## src/rtl/uart_tx_queue.sv

```systemverilog
// Transmit queue ahead of the UART: circular byte FIFO on SysClk plus a pacing FSM
// that hands one character at a time to the UART using a synchronised Tx_Busy handshake.
module uart_tx_queue #(
    parameter int unsigned DATA_BITS     = 8,
    parameter int unsigned FIFO_WIDTH    = 4,
    parameter int unsigned START_TIMEOUT = 4096
) (
    input  logic                  SysClk,
    input  logic                  Rst,
    input  logic                  Push_Data,
    input  logic [DATA_BITS-1:0]  Host_Data,
    input  logic                  Clr_Flags,
    input  logic                  Tx_Busy,
    input  logic                  CTS,
    input  logic                  BIST_Busy,
    output logic [DATA_BITS-1:0]  Tx_Data,
    output logic                  Transmit_Start,
    output logic                  TxQ_Empty,
    output logic                  TxQ_Full,
    output logic [FIFO_WIDTH:0]   TxQ_Count,
    output logic                  TxQ_Overflow,
    output logic                  Tx_Timeout
);

    localparam int unsigned DEPTH = 1 << FIFO_WIDTH;
    localparam int unsigned PW    = FIFO_WIDTH + 1;
    localparam int unsigned TW    = $clog2(START_TIMEOUT) + 1;

    typedef enum logic [1:0] {
        S_IDLE,
        S_LOAD,
        S_ISSUE,
        S_WAIT_DONE
    } state_t;

    state_t                 state_q, state_d;
    logic [PW-1:0]          wr_ptr_q, wr_ptr_d;
    logic [PW-1:0]          rd_ptr_q, rd_ptr_d;
    logic [PW-1:0]          count_q, count_d;
    logic                   empty_q, empty_d;
    logic                   full_q, full_d;
    logic [DATA_BITS-1:0]   tx_data_q, tx_data_d;
    logic                   start_q, start_d;
    logic                   ovf_q, ovf_d;
    logic                   tmo_q, tmo_d;
    logic [TW-1:0]          timer_q, timer_d;
    logic                   cts_meta_q, cts_s_q;
    logic                   busy_meta_q, busy_s_q;
    logic [DATA_BITS-1:0]   mem_q [DEPTH];

    logic                   pop;
    logic                   push_ok;
    logic                   drop;
    logic                   tmo_set;

    // Queue pointer bookkeeping; a pop in LOAD frees a slot for a same-cycle push
    always_comb begin
        pop      = (state_q == S_LOAD);
        push_ok  = Push_Data && (!full_q || pop);
        drop     = Push_Data && !push_ok;
        wr_ptr_d = wr_ptr_q + PW'(push_ok);
        rd_ptr_d = rd_ptr_q + PW'(pop);
        count_d  = wr_ptr_d - rd_ptr_d;
        empty_d  = (wr_ptr_d == rd_ptr_d);
        full_d   = (wr_ptr_d[FIFO_WIDTH] != rd_ptr_d[FIFO_WIDTH]) &&
                   (wr_ptr_d[FIFO_WIDTH-1:0] == rd_ptr_d[FIFO_WIDTH-1:0]);
    end

    // Pacing FSM: flow control gates only the IDLE->LOAD decision
    always_comb begin
        state_d   = state_q;
        tx_data_d = tx_data_q;
        timer_d   = timer_q;
        tmo_set   = 1'b0;
        unique case (state_q)
            S_IDLE: begin
                if (!empty_q && cts_s_q && !BIST_Busy) begin
                    state_d = S_LOAD;
                end
            end
            S_LOAD: begin
                tx_data_d = mem_q[rd_ptr_q[FIFO_WIDTH-1:0]];
                timer_d   = '0;
                state_d   = S_ISSUE;
            end
            S_ISSUE: begin
                timer_d = timer_q + TW'(1);
                if (busy_s_q) begin
                    state_d = S_WAIT_DONE;
                end else if (timer_q == TW'(START_TIMEOUT - 1)) begin
                    state_d = S_IDLE;
                    tmo_set = 1'b1;
                end
            end
            S_WAIT_DONE: begin
                if (!busy_s_q) begin
                    state_d = S_IDLE;
                end
            end
            default: state_d = S_IDLE;
        endcase
        start_d = (state_d == S_ISSUE);
        ovf_d   = drop    || (ovf_q && !Clr_Flags);
        tmo_d   = tmo_set || (tmo_q && !Clr_Flags);
    end

    always_ff @(posedge SysClk or posedge Rst) begin
        if (Rst) begin
            state_q     <= S_IDLE;
            wr_ptr_q    <= '0;
            rd_ptr_q    <= '0;
            count_q     <= '0;
            empty_q     <= 1'b1;
            full_q      <= 1'b0;
            tx_data_q   <= '0;
            start_q     <= 1'b0;
            ovf_q       <= 1'b0;
            tmo_q       <= 1'b0;
            timer_q     <= '0;
            cts_meta_q  <= 1'b0;
            cts_s_q     <= 1'b0;
            busy_meta_q <= 1'b0;
            busy_s_q    <= 1'b0;
        end else begin
            state_q     <= state_d;
            wr_ptr_q    <= wr_ptr_d;
            rd_ptr_q    <= rd_ptr_d;
            count_q     <= count_d;
            empty_q     <= empty_d;
            full_q      <= full_d;
            tx_data_q   <= tx_data_d;
            start_q     <= start_d;
            ovf_q       <= ovf_d;
            tmo_q       <= tmo_d;
            timer_q     <= timer_d;
            cts_meta_q  <= CTS;
            cts_s_q     <= cts_meta_q;
            busy_meta_q <= Tx_Busy;
            busy_s_q    <= busy_meta_q;
        end
    end

    // Storage array carries no reset; validity is tracked by the pointers
    always_ff @(posedge SysClk) begin
        if (push_ok) begin
            mem_q[wr_ptr_q[FIFO_WIDTH-1:0]] <= Host_Data;
        end
    end

    assign Tx_Data        = tx_data_q;
    assign Transmit_Start = start_q;
    assign TxQ_Empty      = empty_q;
    assign TxQ_Full       = full_q;
    assign TxQ_Count      = count_q;
    assign TxQ_Overflow   = ovf_q;
    assign Tx_Timeout     = tmo_q;

endmodule

```

## config.mk

```make
export PLATFORM = sky130hd
export DESIGN_NAME = uart_tx_queue
export DESIGN_NICKNAME = d
export VERILOG_FILES = /design/src/rtl/uart_tx_queue.sv
export SDC_FILE = /design/constraint.sdc
export NUM_CORES = 1
export LEC_CHECK = 0
export CAP_MARGIN = 40
export CORE_MARGIN = 1
export CORE_UTILIZATION = 50
export CTS_BUF_LIST = sky130_fd_sc_hd__clkbuf_4 sky130_fd_sc_hd__clkbuf_8
export DETAILED_ROUTE_END_ITERATION = 16
export GPL_TIMING_DRIVEN = 1
export PLACE_DENSITY_LB_ADDON = 0.2
export SKIP_CTS_REPAIR_TIMING = 1
export SLEW_MARGIN = 20
export SYNTH_ARGS = -nofsm -noshare
export SYNTH_HDL_FRONTEND = slang
export SYNTH_SLANG_ARGS = --single-unit
```

## constraint.sdc

```tcl
create_clock -name SysClk -period 3.4 [get_ports SysClk]
set_input_delay 0.68 -clock SysClk [delete_from_list [all_inputs] [get_ports SysClk]]
set_output_delay 0.68 -clock SysClk [all_outputs]
set_load 0.03 [all_outputs]
```

Yosys cells after proc, flatten, opt, wreduce, memory -nomap -nowiden
Memories as Yosys holds them, arrays and structs flattened. A register that Yosys moved wholly into a read port is not among the register bits.
Index checks and enable logic that the tools add are counted.
{"block": "word_totals", "out_inout_bits": 18, "input_bits": 15, "n_memories": 1, "reg_bits": 39, "ramBits": 128}
{"block": "classes", "eq_ne": 8, "n_addsub": 4, "muxes": 11, "n_reduce_logical": 17}
{"name": "mem_q", "depth": 16, "word_bits": 8, "rd": 1, "rd_ports_with_merged_regs": 1, "write_ports": 1, "line": "49", "rtl": "logic [DATA_BITS-1:0] mem_q [DEPTH];"}
{"op": "case mux 13 bit (2 select lines)", "count": 1}
{"op": "adder 13 x 1 -> 13 bit (second input constant)", "count": 1}
{"op": "equality test 13 x 12 -> 1 bit (second input constant)", "count": 1}
{"op": "adder 5 x 1 -> 5 bit", "count": 2}
{"op": "two-way mux 2 bit", "count": 4}
{"op": "case mux 2 bit (4 select lines)", "count": 1}
{"op": "logical AND 1 bit", "count": 7}
{"op": "equality test 2 bit (second input constant)", "count": 3}
{"op": "equality test 5 bit", "count": 1}
{"op": "zero test 1 bit", "count": 5}
{"op": "two-way mux 1 bit", "count": 5}
{"op": "subtractor 5 bit", "count": 1}
{"op": "equality test 4 bit", "count": 1}
{"op": "logical OR 1 bit", "count": 3}
{"op": "equality test 2 x 1 -> 1 bit (second input constant)", "count": 1}
{"op": "zero test 2 bit", "count": 1}
{"op": "nonzero test 2 bit", "count": 1}
{"op": "!= test 1 bit", "count": 1}

Depth between registers and ports, before layout
Gate-level depths: netlist (run 1).
{"block": "depth", "depth_word": 6, "depth_mapped": 13, "mapped_depth_nobuf": 12}

Least setup slack after synthesis (run 1)
OpenSTA, ideal clock, no wires.
{"block": "synth_path", "kind": "reg2reg", "from": "register state_q[1]", "to": "memory mem_q[0][0], enable pin", "required_time_ps": 3017, "t_arrival_ps": 2176, "path_slack_ps": 841, "stages_incl_launch_ff": 8, "synth_period_minus_slack_ps": 2559, "cell_sequence": "dfrtp_1 inv_1 ha_1 buf_2 inv_1 a21boi_2 or3b_2 nor3_1"}
{"block": "synth_via", "elab_chain_len": 5}
{"element": "from (decl)", "line": "36", "rtl": "state_t state_q, state_d;"}
{"element": "from (signal assigned)", "line": "125", "rtl": "state_q <= state_d;"}
{"element": "equality test 2 x 1 -> 1 bit", "line": "58", "rtl": "pop = (state_q == S_LOAD);"}
{"element": "logical OR 1 bit", "line": "59", "rtl": "push_ok = Push_Data && (!full_q || pop);"}
{"element": "logical AND 1 bit", "line": "59"}
{"element": "two-way mux 1 bit", "line": "145", "rtl": "if (push_ok) begin"}
{"element": "two-way mux 1 bit (not written as such)", "line": "146", "rtl": "mem_q[wr_ptr_q[FIFO_WIDTH-1:0]] <= Host_Data;"}
{"element": "to (decl)", "line": "49"}
Every way passes these cells.

Worst setup path in the final report (run 1)
{"block": "layout_path", "from": "register state_q[1]", "to": "register count_q[4], in the netlist TxQ_Count[4]"}
{"element": "equality test 2 x 1 -> 1 bit", "line": "58"}
{"element": "adder 5 x 1 -> 5 bit", "line": "62", "rtl": "rd_ptr_d = rd_ptr_q + PW'(pop);"}
{"element": "net rd_ptr_d[1]", "line": "38", "rtl": "logic [PW-1:0] rd_ptr_q, rd_ptr_d;"}
{"element": "subtractor 5 bit", "line": "63", "rtl": "count_d = wr_ptr_d - rd_ptr_d;"}
{"element": "net count_d[4]", "line": "39", "rtl": "logic [PW-1:0] count_q, count_d;"}
{"element": "to (signal assigned)", "line": "128", "rtl": "count_q <= count_d;"}
{"element": "to (decl)", "line": "39"}
The timed path passes the listed nets, and every way through them passes these cells.
A chain may end at the register's enable or synchronous reset.

==> results of run 1 <==
registers in the layout, indices dropped and copies added, names as in the netlist:
| signal | count |
|---|---|
| busy_meta_q | 1 |
| TxQ_Overflow | 1 |
| rd_ptr_q | 5 |
| mem_q | 128 |
| TxQ_Full | 1 |
| busy_s_q | 1 |
| state_q | 2 |
| Tx_Timeout | 1 |
| cts_meta_q | 1 |
| Tx_Data | 8 |
| wr_ptr_q | 5 |
| Transmit_Start | 1 |
| timer_q | 13 |
| cts_s_q | 1 |
| TxQ_Empty | 1 |
| TxQ_Count | 5 |
metal layers:
layer	global-route usage, %	wire (um)	part of all wire, %	vias to the layer above
met3	5.45	731	5.4	12
met2	32.8	6750	50	71
met4	7.48	198	1.5	0
li1	-	-	-	1688
met5	0	0	0	-
met1	26.3	5760	43	1915
stage by stage:
stage	utilization, %	cell area (sq um)	total power (uW)	hold slack (ps)	cells
after floorplan	-	7080	4610	331	402
after global placement	55.6	7690	5260	338	618
after detailed placement	55.6	7690	5340	344	618
after CTS	58.3	8060	6690	370	650
after global routing	58.3	8060	6990	372	650
final	58.3	8060	6620	365	650
worst max-delay path: cells and delay by family (launching register included):
family	cells	cell delay [ps]
flops	1	440
fa+ha+maj	4	1150
xor+xnor	1	140
buf+inv	3	380
compound gates	2	370
area by class of cell:
class / instances / area [sq um] / area share, %
Sequential cell: 175 / 5020 / 62.3
Timing Repair Buffer: 53 / 478 / 5.93
Multi-Input combinational cell: 190 / 1890 / 23.4
Inverter: 20 / 75.1 / 0.932
Clock inverter: 14 / 129 / 1.60
Clock buffer: 18 / 241 / 3.00
Tap cell: 180 / 225 / 2.80
cells by family (layout without fill, tap and decap cells):
logic type,Yosys count,in the layout
flip-flops,175,175
AND/OR/NAND/NOR,71,71
AO/OA/AOI/OAI,48,48
multiplexers,41,41
buffers and inverters,37,105
XOR/XNOR,16,16
adder cells (fa/ha/maj),14,14
Yosys cell counts, types with 2 or more instances:
library cell	n
sky130_fd_sc_hd__dfrtp_1	46
sky130_fd_sc_hd__mux4_2	16
sky130_fd_sc_hd__buf_2	6
sky130_fd_sc_hd__mux4_1	16
sky130_fd_sc_hd__xnor2_1	11
sky130_fd_sc_hd__nand3_1	11
sky130_fd_sc_hd__nand3b_1	2
sky130_fd_sc_hd__buf_6	3
sky130_fd_sc_hd__nand4_1	3
sky130_fd_sc_hd__inv_1	20
sky130_fd_sc_hd__o21ai_0	5
sky130_fd_sc_hd__o221ai_1	2
sky130_fd_sc_hd__clkbuf_1	7
sky130_fd_sc_hd__nand2b_1	3
sky130_fd_sc_hd__ha_1	13
sky130_fd_sc_hd__nor4_1	2
sky130_fd_sc_hd__a21o_1	4
sky130_fd_sc_hd__a21oi_1	13
sky130_fd_sc_hd__xor2_1	5
sky130_fd_sc_hd__nor3_1	8
sky130_fd_sc_hd__nand2_1	11
sky130_fd_sc_hd__nor2_1	21
sky130_fd_sc_hd__o22ai_1	16
sky130_fd_sc_hd__mux2_2	8
sky130_fd_sc_hd__edfxtp_1	128
power breakdown:
group | leakage (uW) | switching, uW | internal (uW)
sequential | 0.00174 | 232 | 2660
clock | 0.000191 | 750 | 598
combinational | 0.000977 | 1310 | 1080
total | 0.00290 | 2290 | 4330
worst paths after layout:
kind | startpoint | to | slack [ps] | cells after the start
min in group asynchronous | Rst | state_q[0]$_DFF_PP0_ | 630 | 2
max in group asynchronous | Rst | TxQ_Empty$_DFF_PP1_ | 2070 | 3
hold / removal | busy_meta_q$_DFF_PP0_ | busy_s_q$_DFF_PP0_ | 370 | 0
setup / recovery | state_q[1]$_DFF_PP0_ | TxQ_Count[4]$_DFF_PP0_ | 840 | 10
hold reg to reg | busy_meta_q$_DFF_PP0_ | busy_s_q$_DFF_PP0_ | 370 | 0
setup reg to reg | state_q[1]$_DFF_PP0_ | TxQ_Count[4]$_DFF_PP0_ | 840 | 10
==> results.txt, run 1 <==
----------------------------------------------------
[Status]
  Status ... completed

[Finish]
  Antenna fix cells ... 0
  Layout area overhead ... 13.9%
  Final #Nets ... just under 500
  Most used cells in the layout excluding fill and tap cells ... 128 x sky130_fd_sc_hd__edfxtp_1, 45 x sky130_fd_sc_hd__dfrtp_1, 32 x sky130_fd_sc_hd__clkdlybuf4s50_1
  Proportion of layout cells with a drive suffix above 1 ... 18.3%
  Most common library cell in the layout ignoring fill and taps ... sky130_fd_sc_hd__edfxtp_1
  Count of fill cells added during filler insertion ... between 1000 and 1500

[Pwr]
  Power density normalized to cell area ... roughly 800 mW/mm^2
  Static Leakage ... between 0.002 and 0.003 uW
  Worst VDD drop ... 0.399 mV

[Timing]
  Unrepaired setup endpoints after global routing ... false
  Final hold vios ... 0
  Headroom to the max-slew limit ... between 50% and 60%
  Post-layout minimum cycle time ... 2560 ps
  Setup total negative slack ... 0 ps
  Highest Clock Rate ... approximately 390 MHz
  Finish-stage setup viols ... 0
  Post-route clock period utilization ... between 70 and 80%
  Worst Tran Pin Value ... 640 ps
  Post-route clock skew ... 8.71 ps
  Final count of pins violating max slew ... 0
  Worst-case setup margin in the final layout ... ~840 ps

[Synth]
  Compound-Gate Fraction of Synth Area ... under 10%
  Post-synth cell types ... 47
  Post-Synthesis Cells ... around 400
  Post-Synth Simple-Gate Area ... under 10%
  Total of flip-flops plus latches after synthesis ... around 180
  Mean instance size in the synthesized netlist ... around 18 sq um
  Synthesis warning total ... 0
  Flip-flop cell with the highest count after synthesis ... sky130_fd_sc_hd__edfxtp_1
  Synth top area cells ... sky130_fd_sc_hd__edfxtp_1 54%, sky130_fd_sc_hd__dfrtp_1 16%, sky130_fd_sc_hd__mux4_1 5.9%
  Post-synthesis share of cell area spent on full adders, half adders and majority gates ... 2.58%
  Post-Synthesis Net Count ... 431
  Post-synthesis sequential area ratio ... ~70%
  Number of enable flip-flop cells after synthesis ... around 130
  Area share of the leading cell type in the synthesized netlist ... between 50% and 60%
  Xor-xnor portion of the synthesized cell area ... ~2%
  Synthesized area ... between 0.007 and 0.008 sq mm
  Largest family of logic cells by synthesized area ... multiplexers
  Most area-hungry cell type in the Yosys netlist ... sky130_fd_sc_hd__edfxtp_1
  Synth async-reset ratio ... 26.9%
  Portion of netlist area occupied by mux cells ... between 10% and 20%

[Clocking]
  Clk Tree Root Cell ... sky130_fd_sc_hd__clkbuf_8
  Clock transition at the registers of the reported paths ... 90 ps
  Clock Tree Buf Depth ... 2
  TritonCTS clock tree ... yes
  # clock sinks ... approximately 180
  Num CTS Buffers ... 17
  H-tree levels ... 4
  Clock latency reported for the late side of the worst-skew pair ... about 450 ps

[Floorplanning]
  Initial core utilization ... approximately half
  Area of the core region ... roughly 0.014 sq mm
  Die area ... 0.0146 sq mm
  # IOs ... 33
  Number of cell rows ... 43
  Die width ... 121 um
  Die H ... around 120 um

[Drt]
  Number of nets with antenna violations after detailed routing ... 0
  Starting DRC count in detailed routing ... 248
  Final routed DRC violation total ... 0
  Detail-routed via count per cell ... 5.67
  Number of search-and-repair iterations in the first detailed-routing pass ... 4
  Via count ... 3686
  Detail-routed net length per standard cell ... ~21 um
  DRT Wirelength ... between 10000 and 15000 um

[Job]
  Total of max-cap violations ... 0

[Place]
  Setup slack after placement ... 417 ps
  Last weighted congestion value of the routability-driven placer ... between 0.7 and 0.8
  Number of port buffers ... 32
  Post-detailed-placement half-perimeter wirelength ... around 8700 um

[GRT]
  Initial antenna violation count ... 0
  Grt ovf ... 0
  Wire length of the first global-routing pass ... around 21000 um
  Maximum number of pins on one net before global-route repair ... 36
  Number of global-route vias before repair ... ~3800
  Total routing resource utilization after global routing ... 20.2%

[Hold path]
  Class of the most critical hold timing path ... reg2reg

[Setup path]
  Data required time at the worst endpoint ... about 3800 ps
  Crit path kind ... reg2reg
  Data arrival time of the worst path ... slightly below 3000 ps
  Critical Path Slowest Stage Cell ... sky130_fd_sc_hd__dfrtp_1
  Type of origin of the critical path ... register
  Critical Path Sink Type ... register
  Worst-path cell chain ... inv_1 -> ha_1 -> buf_4 -> ha_1 -> ha_1 -> inv_1 -> fa_1 -> a21o_1 -> a21oi_1 -> xnor2_1
  CP peak stage delay ... approximately 440 ps
  Critical path's most frequent cell ... sky130_fd_sc_hd__ha_1
  Peak fanout along the critical path ... 19

----------------------------------------------------
Power figures use the tool's default switching activity.
==> run 2: changes to the inputs <==
clock period = 2.41 ns   (was 3.4 ns; I/O delays follow)
==> run 2 against run 1 <==
Power up 43%; sequential share of layout area down 0.65 points; register-to-register slack worse by 690 ps; flip-flop and latch count unchanged; utilization up 0.62 points; clock power up 26%; combinational power up 56%; sequential power up 40%; setup slack worse by 690 ps; first-iteration DRC count down 17%; highest routed layer unchanged.
==> results.txt, run 2 (synthesis gave the netlist of run 1 again) <==
----------------------------------------------------
[Finish]
  Most common library cell in the layout ignoring fill and taps ... sky130_fd_sc_hd__edfxtp_1 (unchanged)
  Proportion of layout cells with a drive suffix above 1 ... 20.0% (was 18.3%)
  Layout area overhead ... 15.1% (was 13.9%)
  Final #Nets ... 493 (was 486)
  Finished Cell Area ... 0.00814 sq mm (was 0.00806 sq mm)
  Most used cells in the layout excluding fill and tap cells ... 128 x sky130_fd_sc_hd__edfxtp_1, 45 x sky130_fd_sc_hd__dfrtp_1, 32 x sky130_fd_sc_hd__clkdlybuf4s50_1 (unchanged)
  Final core utilization ... 58.9% (was 58.3%)
  Antenna fix cells ... 0 (unchanged)
  Flip-flop count of the largest register, all copies and words added ... 128 (unchanged)

[Setup path]
  CP peak stage delay ... 440 ps (about the same)
  Logic depth of the worst register-to-register path ... 11 (was 10)
  Data arrival time of the worst path ... 2590 ps (was 2940 ps)
  Peak fanout along the critical path ... 4 (was 19)
  Data required time at the worst endpoint ... 2730 ps (was 3770 ps)
  Critical Path Sink Type ... register (unchanged)
  Internal reg-to-reg setup slack ... 140 ps (was 840 ps)
  Worst-path cell chain ... ha_4 -> inv_2 -> a21boi_4 -> ha_4 -> inv_1 -> ha_2 -> inv_2 -> fa_2 -> a21o_1 -> a21oi_2 -> xnor2_1 (was inv_1 -> ha_1 -> buf_4 -> ha_1 -> ha_1 -> inv_1 -> fa_1 -> a21o_1 -> a21oi_1 -> xnor2_1)
  Worst reg2reg startpoint ... state_q[0]$_DFF_PP0_ (was state_q[1]$_DFF_PP0_)
  Critical Path Slowest Stage Cell ... sky130_fd_sc_hd__dfrtp_1 (unchanged)
  Crit path kind ... reg2reg (unchanged)
  Type of origin of the critical path ... register (unchanged)
  Critical R2R Capture ... TxQ_Count[4]$_DFF_PP0_ (unchanged)

[GRT]
  Wire length of the first global-routing pass ... 20700 um (was 20900 um)
  Number of global-route vias before repair ... 3731 (was 3824)
  Grt ovf ... 0 (unchanged)
  Initial antenna violation count ... 0 (unchanged)
  Total routing resource utilization after global routing ... 20.2% (about the same)
  Maximum number of pins on one net before global-route repair ... 36 (unchanged)

[Timing]
  Finish-stage setup viols ... 0 (unchanged)
  Worst Tran Pin Value ... 729 ps (was 640 ps)
  Post-route clock skew ... 7.67 ps (was 8.71 ps)
  Worst hold slack across all endpoints ... 351 ps (was 365 ps)
  Worst-case setup margin in the final layout ... 142 ps (was 835 ps)
  Post-route clock period utilization ... 94.1% (was 75.4%)
  Final count of pins violating max slew ... 0 (unchanged)
  Headroom to the max-slew limit ... 51.2% (was 57.3%)
  Unrepaired setup endpoints after global routing ... false (unchanged)
  Final hold vios ... 0 (unchanged)
  Post-layout minimum cycle time ... 2270 ps (was 2560 ps)
  Highest Clock Rate ... 441 MHz (was 390 MHz)

[Floorplanning]
  # IOs ... 33 (unchanged)
  Area of the core region ... 0.0138 sq mm (unchanged)
  Die width ... 121 um (unchanged)
  Initial core utilization ... 51.2% (unchanged)
  Die H ... 121 um (unchanged)
  Number of cell rows ... 43 (unchanged)
  Die area ... 0.0146 sq mm (unchanged)

[Pwr]
  Static Leakage ... 0.00293 uW (was 0.00290 uW)
  Overall power after layout ... 9460 uW (was 6620 uW)
  Power density normalized to cell area ... 1160 mW/mm^2 (was 822 mW/mm^2)
  Worst VDD drop ... 0.732 mV (was 0.399 mV)

[Clocking]
  Num CTS Buffers ... 17 (unchanged)
  # clock sinks ... 175 (unchanged)
  Clock transition at the registers of the reported paths ... 80 ps (was 90 ps)
  Clock latency reported for the late side of the worst-skew pair ... 430 ps (was 450 ps)
  Clk Tree Root Cell ... sky130_fd_sc_hd__clkbuf_8 (unchanged)
  Clock Tree Buf Depth ... 2 (unchanged)
  TritonCTS clock tree ... yes (unchanged)
  H-tree levels ... 4 (unchanged)

[Hold path]
  Class of the most critical hold timing path ... reg2reg (unchanged)
  Worst Hold End ... busy_s_q$_DFF_PP0_ (unchanged)
  Cell depth of the worst hold path ... 0 (unchanged)
  Worst hold path startpoint ... busy_meta_q$_DFF_PP0_ (unchanged)

[Drt]
  Number of nets with antenna violations after detailed routing ... 0 (unchanged)
  Via count ... 3668 (was 3686)
  Final routed DRC violation total ... 0 (unchanged)
  Number of search-and-repair iterations in the first detailed-routing pass ... 5 (was 4)
  Starting DRC count in detailed routing ... 207 (was 248)
  Detail-routed via count per cell ... 5.61 (was 5.67)
  DRT Wirelength ... 13300 um (was 13400 um)
  Detail-routed net length per standard cell ... 20.4 um (was 20.7 um)

[Place]
  Last weighted congestion value of the routability-driven placer ... 0.753 (was 0.785)
  Placement Cell Area ... 0.00781 sq mm (was 0.00769 sq mm)
  Post-detailed-placement half-perimeter wirelength ... 8950 um (was 8700 um)
  Number of port buffers ... 32 (unchanged)
  Setup slack after placement ... -173 ps (was 417 ps)

[Job]
  Total of max-cap violations ... 0 (unchanged)

[Status]
  Status ... completed (unchanged)

----------------------------------------------------
run 2: cell count changes in the layout (fill, tap and decap cells not counted), moves of 2 or more:
cell	delta
sky130_fd_sc_hd__inv_6	-5
sky130_fd_sc_hd__buf_4	+4
sky130_fd_sc_hd__clkinv_1	+4
sky130_fd_sc_hd__buf_12	+3
sky130_fd_sc_hd__ha_1	-3
sky130_fd_sc_hd__inv_1	-3
sky130_fd_sc_hd__inv_2	+3
sky130_fd_sc_hd__ha_4	+2
run 2: critical path: cells and delay by family (launching register included):
kind,cells,cell delay [ps]
AO/OA/AOI/OAI,3,490
XOR/XNOR,1,80
adder cells (fa/ha/maj),4,980
flip-flops,1,440
buffers and inverters,3,160
run 2: final cells by class:
class / count / area, sq um
Timing Repair Buffer: 60 / 568
Sequential cell: 175 / 5020
Tap cell: 180 / 225
Fill cell: 1047 / 5680
Clock buffer: 18 / 241
Multi-Input combinational cell: 190 / 1930
Inverter: 20 / 75.1
Clock inverter: 11 / 77.6
run 2: power by group:
| group | internal (uW) | switching (uW) |
|---|---|---|
| clock | 785 | 917 |
| sequential | 3750 | 293 |
| combinational | 1730 | 1990 |
| total | 6260 | 3200 |
run 2: layer usage:
layer | part of all wire, % | track usage (%) | vias up
met5 | 0 | 0 | -
met4 | 2.4 | 8.02 | 0
met3 | 4.3 | 4.98 | 16
li1 | - | - | 1691
met1 | 43 | 26.7 | 1878
met2 | 50 | 32.3 | 83
run 2: how the worst max path moves through the flow:
stage | from | end | cells after the start
global route | state_q[0]$_DFF_PP0_ | TxQ_Count[4]$_DFF_PP0_ | 11
floorplan | state_q[1]$_DFF_PP0_ | TxQ_Count[4]$_DFF_PP0_ | 13
global placement | Push_Data | TxQ_Count[4]$_DFF_PP0_ | 10
finish | state_q[0]$_DFF_PP0_ | TxQ_Count[4]$_DFF_PP0_ | 11
detailed placement | Push_Data | TxQ_Count[4]$_DFF_PP0_ | 10
CTS | state_q[1]$_DFF_PP0_ | TxQ_Count[4]$_DFF_PP0_ | 12
run 2: metrics by stage:
stage / cells / TNS, ps
final: 654 / 0
after global routing: 654 / 0
after CTS: 654 / 0
after detailed placement: 625 / -2450
after global placement: 625 / -1890
after floorplan: 402 / 0
==> run 3: changes to the inputs <==
ABC_AREA = 0   (was not set)
GPL_TIMING_DRIVEN = 0   (was 1)
==> run 3 against run 2 <==
Cell count unchanged; the run now ends with negative setup slack left; via count unchanged; die area unchanged; global-route usage about the same; largest cell class unchanged; power increased by 5.8%; clock power increased by 21%; utilization increased by 1.0 points; clock skew increased by 6.7 ps; highest routed layer unchanged.
==> results.txt, run 3 (synthesis gave the netlist of run 1 again) <==
----------------------------------------------------
[Status]
  Status ... finished, violations left (was completed)
  Violations in the final reports ... negative setup slack

[Drt]
  Number of search-and-repair iterations in the first detailed-routing pass ... 4 (was 5)
  Detail-routed net length per standard cell ... 20.7 um (was 20.4 um)
  DRT Wirelength ... 13500 um (was 13300 um)
  Detail-routed via count per cell ... 5.61 (unchanged)
  Final routed DRC violation total ... 0 (unchanged)
  Number of nets with antenna violations after detailed routing ... 0 (unchanged)
  Via count ... 3668 (unchanged)
  Starting DRC count in detailed routing ... 300 (was 207)

[Hold path]
  Cell depth of the worst hold path ... 0 (unchanged)
  Worst Hold End ... busy_s_q$_DFF_PP0_ (unchanged)
  Worst hold path startpoint ... busy_meta_q$_DFF_PP0_ (unchanged)
  Class of the most critical hold timing path ... reg2reg (unchanged)

[Setup path]
  Type of origin of the critical path ... register (unchanged)
  Peak fanout along the critical path ... 8 (was 4)
  Worst-path cell chain ... inv_2 -> ha_4 -> buf_8 -> inv_6 -> a21boi_4 -> buf_4 -> nand3b_1 -> nor2_1 (was ha_4 -> inv_2 -> a21boi_4 -> ha_4 -> inv_1 -> ha_2 -> inv_2 -> fa_2 -> a21o_1 -> a21oi_2 -> xnor2_1)
  Internal reg-to-reg setup slack ... -10 ps (was 140 ps)
  Worst reg2reg startpoint ... state_q[1]$_DFF_PP0_ (was state_q[0]$_DFF_PP0_)
  CP peak stage delay ... 670 ps (was 440 ps)
  Buf+Inv Stages, Crit Path ... 4 (was 3)
  Data arrival time of the worst path ... 2510 ps (was 2590 ps)
  CP top delay family ... simple AND/OR/NAND/NOR gates (was adder cells)
  Crit path kind ... reg2reg (unchanged)
  Critical Path Sink Type ... register (unchanged)
  Critical R2R Capture ... mem_q[10][2]$_DFFE_PP_ (was TxQ_Count[4]$_DFF_PP0_)
  Logic depth of the worst register-to-register path ... 8 (was 11)
  Critical path origin ... state_q[1]$_DFF_PP0_ (was state_q[0]$_DFF_PP0_)
  Data required time at the worst endpoint ... 2500 ps (was 2730 ps)
  Critical Path Slowest Stage Cell ... sky130_fd_sc_hd__nor2_1 (was sky130_fd_sc_hd__dfrtp_1)

[GRT]
  Initial antenna violation count ... 0 (unchanged)
  Grt ovf ... 0 (unchanged)
  Maximum number of pins on one net before global-route repair ... 28 (was 36)
  Total routing resource utilization after global routing ... 20.2% (about the same)
  Number of global-route vias before repair ... 3711 (was 3731)
  Wire length of the first global-routing pass ... 20700 um (about the same)

[Pwr]
  Worst VDD drop ... 0.569 mV (was 0.732 mV)
  Clock share of power ... 20.5% (was 18.0%)
  Power density normalized to cell area ... 1210 mW/mm^2 (was 1160 mW/mm^2)
  Cell internal power dissipation ... 6550 uW (was 6260 uW)
  Switching power share of the total ... 34.6% (was 33.8%)
  Static Leakage ... 0.00293 uW (about the same)
  Combinational cell fraction of total power ... 39.0% (was 39.3%)
  Reg power frac ... 40.6% (was 42.7%)
  Overall power after layout ... 10000 uW (was 9460 uW)
  Sw power ... 3460 uW (was 3200 uW)

[Finish]
  Most common library cell in the layout ignoring fill and taps ... sky130_fd_sc_hd__edfxtp_1 (unchanged)
  Most used cells in the layout excluding fill and tap cells ... 128 x sky130_fd_sc_hd__edfxtp_1, 45 x sky130_fd_sc_hd__dfrtp_1, 32 x sky130_fd_sc_hd__clkdlybuf4s50_1 (unchanged)
  Final #Nets ... 490 (was 493)
  Flip-flop count of the largest register, all copies and words added ... 128 (unchanged)
  Antenna fix cells ... 0 (unchanged)
  Proportion of layout cells with a drive suffix above 1 ... 22.4% (was 20.0%)
  Final core utilization ... 59.9% (was 58.9%)
  Layout area overhead ... 17.1% (was 15.1%)

[Floorplanning]
  Initial core utilization ... 51.2% (unchanged)
  Die H ... 121 um (unchanged)
  Area of the core region ... 0.0138 sq mm (unchanged)
  Die width ... 121 um (unchanged)
  # IOs ... 33 (unchanged)
  Die area ... 0.0146 sq mm (unchanged)
  Number of cell rows ... 43 (unchanged)

[Timing]
  Final count of pins violating max slew ... 0 (unchanged)
  Unrepaired setup endpoints after global routing ... true (was false)
  Final hold vios ... 0 (unchanged)
  Post-route clock skew ... 14.4 ps (was 7.67 ps)
  Worst-case setup margin in the final layout ... -11.9 ps (was 142 ps)
  Worst Tran Pin Value ... 799 ps (was 729 ps)
  Post-route clock period utilization ... 100% (was 94.1%)
  Highest Clock Rate ... 413 MHz (was 441 MHz)
  Finish-stage setup viols ... 13 (was 0)
  Headroom to the max-slew limit ... 46.5% (was 51.2%)
  Post-layout minimum cycle time ... 2420 ps (was 2270 ps)
  Setup total negative slack ... -74.9 ps (was 0 ps)

[Place]
  Number of port buffers ... 32 (unchanged)
  Last weighted congestion value of the routability-driven placer ... 0.776 (was 0.753)
  Post-detailed-placement half-perimeter wirelength ... 8940 um (was 8950 um)
  Setup slack after placement ... -478 ps (was -173 ps)

[Clocking]
  Clock latency reported for the late side of the worst-skew pair ... 460 ps (was 430 ps)
  H-tree levels ... 4 (unchanged)
  Num CTS Buffers ... 17 (unchanged)
  Clock transition at the registers of the reported paths ... 90 ps (was 80 ps)
  Clk Tree Root Cell ... sky130_fd_sc_hd__clkbuf_8 (unchanged)
  TritonCTS clock tree ... yes (unchanged)
  # clock sinks ... 175 (unchanged)
  Clock Tree Buf Depth ... 2 (unchanged)

[Job]
  Total of max-cap violations ... 0 (unchanged)

----------------------------------------------------
run 3: metal layers:
layer | up-vias | share of wire (%) | track usage [%]
met1 | 1865 | 41 | 27.4
met4 | 0 | 0.81 | 6.48
li1 | 1689 | - | -
met3 | 7 | 7.5 | 4.42
met5 | - | 0 | 0
met2 | 107 | 50 | 32.6
run 3: worst register-to-register path, cell delays in order, from the launching register on:
cell                       delay, ps
sky130_fd_sc_hd__dfrtp_2         440
sky130_fd_sc_hd__inv_2            80
sky130_fd_sc_hd__ha_4            140
sky130_fd_sc_hd__buf_8           110
sky130_fd_sc_hd__inv_6            30
sky130_fd_sc_hd__a21boi_4        230
sky130_fd_sc_hd__buf_4           170
sky130_fd_sc_hd__nand3b_1        180
sky130_fd_sc_hd__nor2_1          670
run 3: cell type report:
class	count	area [sq um]
Fill cell	1005	5540
Inverter	20	85.1
Timing Repair Buffer	41	420
Multi-Input combinational cell	190	2020
Tap cell	180	225
Clock inverter	11	131
Sequential cell	175	5020
Clock buffer	21	277
Buffer	16	100
run 3: worst max path at each step:
stage,end,slack [ps],depth (start not counted)
global route,mem_q[14][7]$_DFFE_PP_,-140,8
detailed placement,mem_q[3][3]$_DFFE_PP_,-480,4
floorplan,TxQ_Count[4]$_DFF_PP0_,40,13
finish,mem_q[10][2]$_DFFE_PP_,-10,8
CTS,mem_q[3][3]$_DFFE_PP_,-410,7
global placement,mem_q[12][2]$_DFFE_PP_,-520,4
run 3: power by group through the flow:
stage	combinational (uW)	sequential (uW)	clock (uW)
finish	3900	4060	2050
CTS	3660	4020	2090
floorplan	2330	4250	0
detailed placement	3650	4080	0
global placement	3560	4050	0
global route	4220	4110	2200
run 3: through the flow:
| step | cell area [sq um] | cells | hold slack (ps) |
|---|---|---|---|
| 6_report | 8290 | 654 | 350 |
| 5_1_grt | 8290 | 654 | 374 |
| 4_1_cts | 8120 | 647 | 353 |
| 3_5_place_dp | 7710 | 615 | 335 |
| 3_3_place_gp | 7660 | 614 | 343 |
| 2_1_floorplan | 7120 | 402 | 331 |
